## src/rtl/uart_pkg.sv

```systemverilog
// Shared types and constants for the UART transmit FIFO and its launch controller.
package uart_pkg;

  localparam int UART_DATA_WIDTH = 8;
  localparam int UART_FIFO_DEPTH = 16;
  localparam int UART_ADDR_WIDTH = 4;

  typedef enum logic [1:0] {
    IDLE    = 2'd0,
    LAUNCH  = 2'd1,
    WAIT_HI = 2'd2,
    WAIT_LO = 2'd3
  } tx_state_e;

endpackage

```

## src/rtl/uart_tx_fifo_if.sv

```systemverilog
// Producer/transmitter-facing bundle of uart_tx_fifo.
// UART_TX_FIFO_STATS_EN adds the drop_count and max_count statistics signals.
interface uart_tx_fifo_if import uart_pkg::*; #(
  parameter int DATA_WIDTH = UART_DATA_WIDTH,
  parameter int ADDR_WIDTH = UART_ADDR_WIDTH
);
  logic                  wr_en;
  logic [DATA_WIDTH-1:0] wr_data;
  logic                  full;
  logic                  empty;
  logic [ADDR_WIDTH:0]   count;
  logic                  overflow;
  logic                  tx_enable;
  logic [DATA_WIDTH-1:0] tx_data;
  logic                  tx_busy;
  logic                  launch_err;
`ifdef UART_TX_FIFO_STATS_EN
  logic [15:0]           drop_count;
  logic [ADDR_WIDTH:0]   max_count;

  modport master (output wr_en, wr_data, tx_busy,
                  input  full, empty, count, overflow, tx_enable, tx_data, launch_err,
                         drop_count, max_count);
  modport slave  (input  wr_en, wr_data, tx_busy,
                  output full, empty, count, overflow, tx_enable, tx_data, launch_err,
                         drop_count, max_count);
`else
  modport master (output wr_en, wr_data, tx_busy,
                  input  full, empty, count, overflow, tx_enable, tx_data, launch_err);
  modport slave  (input  wr_en, wr_data, tx_busy,
                  output full, empty, count, overflow, tx_enable, tx_data, launch_err);
`endif
endinterface

```

## src/rtl/uart_fifo_mem.sv

```systemverilog
// FIFO storage: synchronous write, asynchronous read, pointers owned by the parent.
module uart_fifo_mem #(
  parameter int DATA_WIDTH = 8,
  parameter int DEPTH      = 16,
  parameter int ADDR_WIDTH = 4
) (
  input  logic                  clk,
  input  logic                  we,
  input  logic [ADDR_WIDTH-1:0] waddr,
  input  logic [DATA_WIDTH-1:0] wdata,
  input  logic [ADDR_WIDTH-1:0] raddr,
  output logic [DATA_WIDTH-1:0] rdata
);
  logic [DATA_WIDTH-1:0] mem_q [DEPTH];

  always_ff @(posedge clk) begin
    if (we) mem_q[waddr] <= wdata;
  end

  assign rdata = mem_q[raddr];
endmodule

```

## src/rtl/uart_tx_fifo.sv

```systemverilog
// Byte FIFO plus launch FSM feeding a UART transmitter, paced on tx_busy.
// UART_TX_FIFO_STATS_EN adds a saturating drop counter and an occupancy high-water mark.
module uart_tx_fifo import uart_pkg::*; #(
  parameter int DATA_WIDTH   = UART_DATA_WIDTH,
  parameter int DEPTH        = UART_FIFO_DEPTH,
  parameter int ADDR_WIDTH   = UART_ADDR_WIDTH,
  parameter int BUSY_TIMEOUT = 8
) (
  input  logic           clk,
  input  logic           reset_tx,
  uart_tx_fifo_if.slave  bus
);
  localparam int TW = $clog2(BUSY_TIMEOUT) + 1;
  localparam logic [ADDR_WIDTH:0] DEPTH_C = (ADDR_WIDTH+1)'(DEPTH);
  localparam logic [TW-1:0]       TMO_C   = TW'(BUSY_TIMEOUT - 1);

  tx_state_e             state_q, state_d;
  logic [ADDR_WIDTH-1:0] wr_ptr_q, wr_ptr_d, rd_ptr_q, rd_ptr_d;
  logic [ADDR_WIDTH:0]   count_q, count_d;
  logic                  full_q, full_d, empty_q, empty_d;
  logic                  overflow_q, overflow_d;
  logic                  tx_enable_q, tx_enable_d;
  logic [DATA_WIDTH-1:0] tx_data_q, tx_data_d;
  logic                  launch_err_q, launch_err_d;
  logic [TW-1:0]         timer_q, timer_d;
  logic                  wr_accept, pop;
  logic [DATA_WIDTH-1:0] rd_data;

  // full is the registered flag, so a pop in the same cycle cannot rescue a write
  assign wr_accept = bus.wr_en && !full_q;

  uart_fifo_mem #(
    .DATA_WIDTH (DATA_WIDTH),
    .DEPTH      (DEPTH),
    .ADDR_WIDTH (ADDR_WIDTH)
  ) u_mem (
    .clk   (clk),
    .we    (wr_accept),
    .waddr (wr_ptr_q),
    .wdata (bus.wr_data),
    .raddr (rd_ptr_q),
    .rdata (rd_data)
  );

  always_comb begin
    state_d      = state_q;
    timer_d      = timer_q;
    tx_data_d    = tx_data_q;
    tx_enable_d  = 1'b0;
    launch_err_d = 1'b0;
    pop          = 1'b0;
    case (state_q)
      IDLE: begin
        if (!empty_q && !bus.tx_busy) begin
          pop         = 1'b1;
          tx_enable_d = 1'b1;
          tx_data_d   = rd_data;
          state_d     = LAUNCH;
        end
      end
      LAUNCH: begin
        timer_d = '0;
        state_d = WAIT_HI;
      end
      WAIT_HI: begin
        if (bus.tx_busy) begin
          state_d = WAIT_LO;
        end else if (timer_q == TMO_C) begin
          // transmitter never acknowledged: the byte is dropped, not retried
          launch_err_d = 1'b1;
          state_d      = IDLE;
        end else begin
          timer_d = timer_q + 1'b1;
        end
      end
      WAIT_LO: begin
        if (!bus.tx_busy) state_d = IDLE;
      end
      default: state_d = IDLE;
    endcase

    wr_ptr_d = wr_accept ? wr_ptr_q + 1'b1 : wr_ptr_q;
    rd_ptr_d = pop       ? rd_ptr_q + 1'b1 : rd_ptr_q;
    case ({wr_accept, pop})
      2'b10:   count_d = count_q + 1'b1;
      2'b01:   count_d = count_q - 1'b1;
      default: count_d = count_q;
    endcase
    full_d     = (count_d == DEPTH_C);
    empty_d    = (count_d == '0);
    overflow_d = bus.wr_en && full_q;
  end

  always_ff @(posedge clk or posedge reset_tx) begin
    if (reset_tx) begin
      state_q      <= IDLE;
      wr_ptr_q     <= '0;
      rd_ptr_q     <= '0;
      count_q      <= '0;
      full_q       <= 1'b0;
      empty_q      <= 1'b1;
      overflow_q   <= 1'b0;
      tx_enable_q  <= 1'b0;
      tx_data_q    <= '0;
      launch_err_q <= 1'b0;
      timer_q      <= '0;
    end else begin
      state_q      <= state_d;
      wr_ptr_q     <= wr_ptr_d;
      rd_ptr_q     <= rd_ptr_d;
      count_q      <= count_d;
      full_q       <= full_d;
      empty_q      <= empty_d;
      overflow_q   <= overflow_d;
      tx_enable_q  <= tx_enable_d;
      tx_data_q    <= tx_data_d;
      launch_err_q <= launch_err_d;
      timer_q      <= timer_d;
    end
  end

  assign bus.full       = full_q;
  assign bus.empty      = empty_q;
  assign bus.count      = count_q;
  assign bus.overflow   = overflow_q;
  assign bus.tx_enable  = tx_enable_q;
  assign bus.tx_data    = tx_data_q;
  assign bus.launch_err = launch_err_q;

`ifdef UART_TX_FIFO_STATS_EN
  logic [15:0]         drop_count_q, drop_count_d;
  logic [ADDR_WIDTH:0] max_count_q, max_count_d;

  always_comb begin
    drop_count_d = drop_count_q;
    if (overflow_d && (drop_count_q != 16'hFFFF)) drop_count_d = drop_count_q + 1'b1;
    max_count_d = (count_d > max_count_q) ? count_d : max_count_q;
  end

  always_ff @(posedge clk or posedge reset_tx) begin
    if (reset_tx) begin
      drop_count_q <= '0;
      max_count_q  <= '0;
    end else begin
      drop_count_q <= drop_count_d;
      max_count_q  <= max_count_d;
    end
  end

  assign bus.drop_count = drop_count_q;
  assign bus.max_count  = max_count_q;
`endif
endmodule

```

## src/flat_wrapper.sv

```systemverilog
// flat-port wrapper written by rule: the top's interface ports become plain ports
module uart_tx_fifo_flat import uart_pkg::*;
#(
  parameter int DATA_WIDTH   = UART_DATA_WIDTH,
  parameter int DEPTH        = UART_FIFO_DEPTH,
  parameter int ADDR_WIDTH   = UART_ADDR_WIDTH,
  parameter int BUSY_TIMEOUT = 8
)
  (clk, reset_tx, bus_wr_en, bus_wr_data, bus_tx_busy, bus_full, bus_empty, bus_count, bus_overflow, bus_tx_enable, bus_tx_data, bus_launch_err);
  uart_tx_fifo_if #(.DATA_WIDTH(DATA_WIDTH), .ADDR_WIDTH(ADDR_WIDTH)) bus_i ();
  input  logic clk;
  input  logic reset_tx;
  input wire logic [$bits(bus_i.wr_en)-1:0] bus_wr_en;
  input wire logic [$bits(bus_i.wr_data)-1:0] bus_wr_data;
  input wire logic [$bits(bus_i.tx_busy)-1:0] bus_tx_busy;
  output wire logic [$bits(bus_i.full)-1:0] bus_full;
  output wire logic [$bits(bus_i.empty)-1:0] bus_empty;
  output wire logic [$bits(bus_i.count)-1:0] bus_count;
  output wire logic [$bits(bus_i.overflow)-1:0] bus_overflow;
  output wire logic [$bits(bus_i.tx_enable)-1:0] bus_tx_enable;
  output wire logic [$bits(bus_i.tx_data)-1:0] bus_tx_data;
  output wire logic [$bits(bus_i.launch_err)-1:0] bus_launch_err;
  assign bus_i.wr_en = bus_wr_en;
  assign bus_i.wr_data = bus_wr_data;
  assign bus_i.tx_busy = bus_tx_busy;
  assign bus_full = bus_i.full;
  assign bus_empty = bus_i.empty;
  assign bus_count = bus_i.count;
  assign bus_overflow = bus_i.overflow;
  assign bus_tx_enable = bus_i.tx_enable;
  assign bus_tx_data = bus_i.tx_data;
  assign bus_launch_err = bus_i.launch_err;
  uart_tx_fifo #(.DATA_WIDTH(DATA_WIDTH), .DEPTH(DEPTH), .ADDR_WIDTH(ADDR_WIDTH), .BUSY_TIMEOUT(BUSY_TIMEOUT)) u_core (.clk(clk), .reset_tx(reset_tx), .bus(bus_i));
endmodule
```

## config.mk

```make
export PLATFORM = sky130hd
export DESIGN_NAME = uart_tx_fifo_flat
export DESIGN_NICKNAME = d
export VERILOG_FILES = /design/src/rtl/uart_pkg.sv /design/src/rtl/uart_tx_fifo_if.sv /design/src/rtl/uart_fifo_mem.sv /design/src/rtl/uart_tx_fifo.sv /design/src/flat_wrapper.sv
export SDC_FILE = /design/constraint.sdc
export NUM_CORES = 1
export LEC_CHECK = 0
export BUFFER_PORTS_ARGS = -buffer_cell sky130_fd_sc_hd__buf_4
export CAP_MARGIN = 20
export CORE_MARGIN = 4
export CORE_UTILIZATION = 61
export DETAILED_ROUTE_END_ITERATION = 10
export PLACE_DENSITY = 0.88
export SLEW_MARGIN = 0
export SYNTH_ARGS = -nofsm -noshare
export SYNTH_HDL_FRONTEND = slang
export SYNTH_SLANG_ARGS = --single-unit
```

## constraint.sdc

```tcl
create_clock -name clk -period 3.5 [get_ports clk]
set_clock_uncertainty 0.1 [all_clocks]
set_input_delay 0.175 -clock clk [delete_from_list [all_inputs] [get_ports clk]]
set_output_delay 0.175 -clock clk [all_outputs]
set_load 0.1 [all_outputs]
```

Word-level counts from Yosys, hierarchy flattened:

Memory sizes are Yosys's and may differ from the RTL's. A register that Yosys moved wholly into a read port is not among the register bits.
Cells that the tools add are included.

* input port bits: 12
* latch bits: 0
* register bits after elaboration: 24
* bits in writable memories: 128
* logic and storage cells: 56
* memories kept: 1
* bits in read-only memories: 0

* mux-type cells: 16
* magnitude comparators: 0
* reductions and logical operators: 12
* add/sub/neg operators: 5
* shift-type cells: 0
* equality and inequality tests: 12
* bitwise logic cells: 0
* div/mod/pow operators: 0
* multiply operators: 0

Memory list
* u_core.u_mem.mem_q: words 16, bits a word 8, read ports 1, clocked after memory_dff 1, write ports 1, line uart_fifo_mem.sv:14 `logic [DATA_WIDTH-1:0] mem_q [DEPTH];`

Operator list (count)
* $add 4x1->4 const B: 3
* $pmux 5 s2: 1
* $mux 2: 4
* $mux 4: 2
* $pmux 2 s4: 1
* $pmux 4 s2: 1
* $mux 1: 7
* $eq 2x2->1 const B: 3
* $ne 2x2->1 const B: 3
* $reduce_and 3->1: 2
* $add 5x1->5 const B: 1
* $eq 5x5->1 const B: 1
* $logic_not 5->1: 1
* $sub 5x1->5 const B: 1
* $eq 2x1->1 const B: 2
* $eq 4x3->1 const B: 1
* $logic_and 1x1->1: 3
* $logic_not 1->1: 3
* $ne 3x2->1 const B: 1
* $logic_not 2->1: 1
* $ne 2x1->1 const B: 1
* $reduce_and 2->1: 1
* $reduce_bool 2->1: 1

Logic depth before layout (Yosys ltp):

* depth after elaboration: 7
* gate-level depth with buffers: 11
* depth with buffers taken out: 10

By module:

From an unflattened synthesis, not the netlist that was laid out.

* cell total of the unflattened synthesis: 350
* area total of the unflattened synthesis: 6488.7 um^2

By module, submodules not included
* uart_fifo_mem: cells each 221, times used 1, sequential area each 3843.7 um^2, area an instance 4987.3 um^2
* uart_tx_fifo: cells each 129, times used 1, sequential area each 802.0 um^2, area an instance 1501.4 um^2

Least setup slack after synthesis:

No wires, ideal clock.

* path type: reg-to-reg
* from: register u_core.empty_q (netlist: u_core.bus.empty)
* to: register u_core.empty_q (netlist: u_core.bus.empty)
* stages on the path, launching flop included: 10
* data arrival time: 2.881 ns
* path buffers: 3
* period minus slack after synthesis: 3.045 ns
* path slack: 0.455 ns
* cells stage by stage: dfstp_2 or4_1 buf_2 clkbuf_1 inv_1 ha_1 clkbuf_1 mux2_2 o21bai_1 and4bb_1

* cells in the longest elaborated chain, start to end: 7
* elaborated cells on any way between the ends: 8

RTL lines
* start: declaration: line uart_tx_fifo.sv:20 `logic full_q, full_d, empty_q, empty_d;`
* start signal: assignment: line uart_tx_fifo.sv:113 `empty_q <= empty_d;`
* $logic_not 1->1 (*): line uart_tx_fifo.sv:54 `if (!empty_q && !bus.tx_busy) begin`
* $logic_and 1x1->1 (*): line uart_tx_fifo.sv:54
* $mux 1 (*): line uart_tx_fifo.sv:54
* $mux 1 (*): line uart_tx_fifo.sv:52 `case (state_q)`
* $eq 2x1->1 / $eq 2x2->1 (equally long branches): line uart_tx_fifo.sv:84 `case ({wr_accept, pop})`
* $pmux 5 s2 (*): line uart_tx_fifo.sv:84
* via u_core.count_d[1]: line uart_tx_fifo.sv:19 `logic [ADDR_WIDTH:0] count_q, count_d;`
* $logic_not 5->1 (*): line uart_tx_fifo.sv:90 `empty_d = (count_d == '0);`
* via u_core.empty_d: line uart_tx_fifo.sv:20

The timed path passes the listed nets; every way through them passes the cells marked *.
A chain may end at the register's enable or synchronous reset.

Worst setup path in the final report:

* from: register u_core.state_q[0]
* to: register u_core.empty_q (netlist: u_core.bus.empty)

* cells in the longest elaborated chain, start to end: 5
* elaborated cells on any way between the ends: 6

RTL lines
* start: declaration: line uart_tx_fifo.sv:17 `tx_state_e state_q, state_d;`
* start signal: assignment: line uart_tx_fifo.sv:108 `state_q <= state_d;`
* $logic_not 2->1 (*): line uart_tx_fifo.sv:52
* $mux 1 (*): line uart_tx_fifo.sv:52
* $eq 2x1->1 / $eq 2x2->1 (equally long branches): line uart_tx_fifo.sv:84
* $pmux 5 s2 (*): line uart_tx_fifo.sv:84
* $logic_not 5->1 (*): line uart_tx_fifo.sv:90
* via u_core.empty_d: line uart_tx_fifo.sv:20

Marks and branches as above.

==> reports/qor.yml <==
timing:
  relSlewSlack_pct: 34.5
  timing.final.crit_share_pct: 86.7
  hold_viol_final: 0
  fmax_mhz: 330
  rsz0062_at_grt: "false"
  fin_tns_setup_ns: 0
  setup_viol: 0
  maxSlewViolCount: 0
  min_period_ns: 3.03
  worst_slew_pin_slew_ns: 0.979
drt:
  vias: 3555
  drt_iter0_drc: 436
  drtPass1Iterations: 5
  drt-wirelength-per-cell_um: 23.0
  final_antenna_net_count: 0
  drt_wl_total_mm: 13.1
  drc: 0
  viasPerCell: 6.24
synth:
  synth_nets: 394
  async_flop_share_pct: 20.0
  yosys-top-cells-count: "edfxtp_1 (128), nand2_1 (43), mux4_2 (40)"
  synth_top_area_cell: "edfxtp_1"
  synth_warnings: 0
  synth_area_leaders: "edfxtp_1 (59%), mux4_2 (14%), dfrtp_1 (12%), nand2_1 (2.5%), ha_1 (1.7%)"
  ys_ff_latch: 160
  synth_top_area_share_pct: 58.8
  yosysSeqAreaShare_pct: 71.1
  synth_ff_type: "edfxtp_1"
  postSynthAreaPerCell_sq_um: 17.5
  synth_area_sq_mm: 0.00654
  syn_inst: 373
  synth_edf_count: 128
  synth_cell_types: 43
  yosysMostFrequentCell: "edfxtp_1"
power_and_ir_drop:
  vdd_ir_drop_max_uv: 626
  power_switching_share_pct: 37.5
  pwr_density_cell_mw_per_mm2: 872
  p_leak_nw: 2.74
  intPower_mw: 4.15
  clkPwrFrac_pct: 26.6
  p_sw_mw: 2.49
  sequentialPowerShare_pct: 39.8
  comb_power_share_pct: 33.6
die:
  io_pins: 30
  die_y_um: 112
  coreArea_sq_mm: 0.0104
  die_w_um: 112
  dieArea_sq_mm: 0.0124
  initial_core_util_pct: 63.0
  rows: 37
final_layout:
  drive_gt1_share_pct: 27.9
  fin_nets: 442
  area_delta_synth_final_pct: 16.4
  utilization_pct: 73.4
  diodes: 0
placed_design:
  port_buffers: 29
  gp_congestion: 0.813
  dp_hpwl_mm: 8.56
critical_path:
  critPathKind: "flip-flop to flip-flop"
  critPathLaunchType: "flip-flop"
  cp-end-kind: "flip-flop"
  cp_data_arrival_time_ns: 3.41
  worstPathMaxFanout: 16
  worstPathRequired_ns: 3.88
grt:
  grt_use_total_pct: 22.9
  grt.overflow.total: 0
  antenna_found_initial: 0
  grt_pass1_vias: 3689
  grt_pass1_wl_mm: 21.2
  grt_max_degree: 26
clock_tree:
  cts_sinks: 160
  hold_buffers: 11
  ctsLongestPathBuffers: 2
  cts_setup_buffers: 0
  cts_root_buf: "clkbuf_8"
  cts_tree: "done"
  cts_buffers: 17
  cts_resized: 0
  clk_latency_ns: 0.54
  cts_max_level: 4
  clk_pin_slew_ns: 0.07
hold_path:
  worstHoldPathType: "primary input to async pin"
outcome:
  status: "complete, no violations"
job:
  drv_cap: 0
## power groups by stage
stage               Sequential (mW)  Combinational [mW]  Clock, mW
CTS                            2.64                2.24       1.78
detailed placement             2.67                2.22          0
global placement               2.64                2.14          0
floorplan                      3.06                1.27          0
global route                   2.68                2.39       1.88
finish                         2.64                2.23       1.77
## metrics by stage
step / hold slack, ns / setup WS, ns / power, mW / instances / instance area, sq um
floorplan: 0.174 / 0.455 / 4.33 / 373 / 6540
global placement: 0.133 / 0.577 / 4.78 / 527 / 6920
detailed placement: 0.157 / 0.525 / 4.89 / 527 / 6920
CTS: 0.145 / 0.509 / 6.66 / 570 / 7610
global route: 0.185 / 0.286 / 6.95 / 570 / 7610
finish: 0.143 / 0.467 / 6.64 / 570 / 7610
## path summary, 6_finish.rpt
check	to	cells past startpoint	startpoint	slack [ns]
setup / recovery	u_core.bus.empty	10	u_core.state_q[0]	0.47
hold / removal	u_core.bus.overflow	3	reset_tx	0.14
setup reg to reg	u_core.bus.empty	10	u_core.state_q[0]	0.47
hold reg to reg	u_core.bus.tx_data[1]	2	u_core.bus.tx_data[1]	0.39
max in group asynchronous	u_core.rd_ptr_q[0]	4	reset_tx	2.48
min in group clk	u_core.bus.overflow	3	bus_wr_en	0.32
## layout by cell type, fill, tap and decap left out, types with 4 or more instances in the layout
cell | synthesis | final
nor2_1 | 17 | 17
a21oi_1 | 9 | 9
a21o_1 | 4 | 4
nand2_1 | 43 | 43
inv_1 | 9 | 9
nor2b_1 | 4 | 4
nor3_1 | 8 | 8
inv_8 | 0 | 6
mux4_2 | 40 | 40
clkbuf_16 | 0 | 16
dlygate4sd3_1 | 0 | 11
dfrtp_1 | 31 | 30
buf_4 | 0 | 40
ha_1 | 9 | 9
edfxtp_1 | 128 | 128
xnor2_1 | 8 | 8
## flip-flops by register name (all words and copies together), names as in the netlist
register	cells
u_core.bus.count	5
u_core.bus.empty	1
u_core.bus.full	1
u_core.bus.launch_err	1
u_core.bus.overflow	1
u_core.bus.tx_data	8
u_core.bus.tx_enable	1
u_core.rd_ptr_q	4
u_core.state_q	2
u_core.timer_q	4
u_core.u_mem.mem_q	128
u_core.wr_ptr_q	4
## logic make-up after synthesis
family                     after synthesis  share of synthesized area [%]
xor gates and xnor gates                 9                           1.21
buffers and inverters                   32                           1.99
muxes                                   41                           14.0
adders and majority gates                9                           1.72
and+or+nand+nor                         90                           6.47
AOI/OAI and AO/OA                       32                           3.60
DFF                                    160                           71.1
## area by class of cell
type | count | area (sq um)
clock buffer | 17 | 414
clock inverter | 15 | 166
fill | 587 | 2760
inverter | 10 | 42.5
multi-input combinational | 181 | 1760
sequential | 160 | 4650
tap | 136 | 170
timing repair buffer | 51 | 410
## critical path: stages, from the launching register on
cell and delay, ns:
dfrtp_1 0.50, or4_1 0.64, clkinv_4 0.15, nand2_1 0.14, xnor2_1 0.16, ha_1 0.23, a21oi_1 0.20, nor3_1 0.09
o311ai_0 0.35, o21bai_1 0.14, and4bb_1 0.28
## metal layers
metal  GRT usage, %  wire length (um)  vias to the layer above
li1               -                 -                     1548
met5              0                 0                        -
met1           29.8              5170                     1817
met3           5.60               849                       25
met4           7.79               235                        0
met2           38.4              6860                      165
Power figures use the tool's default switching activity.
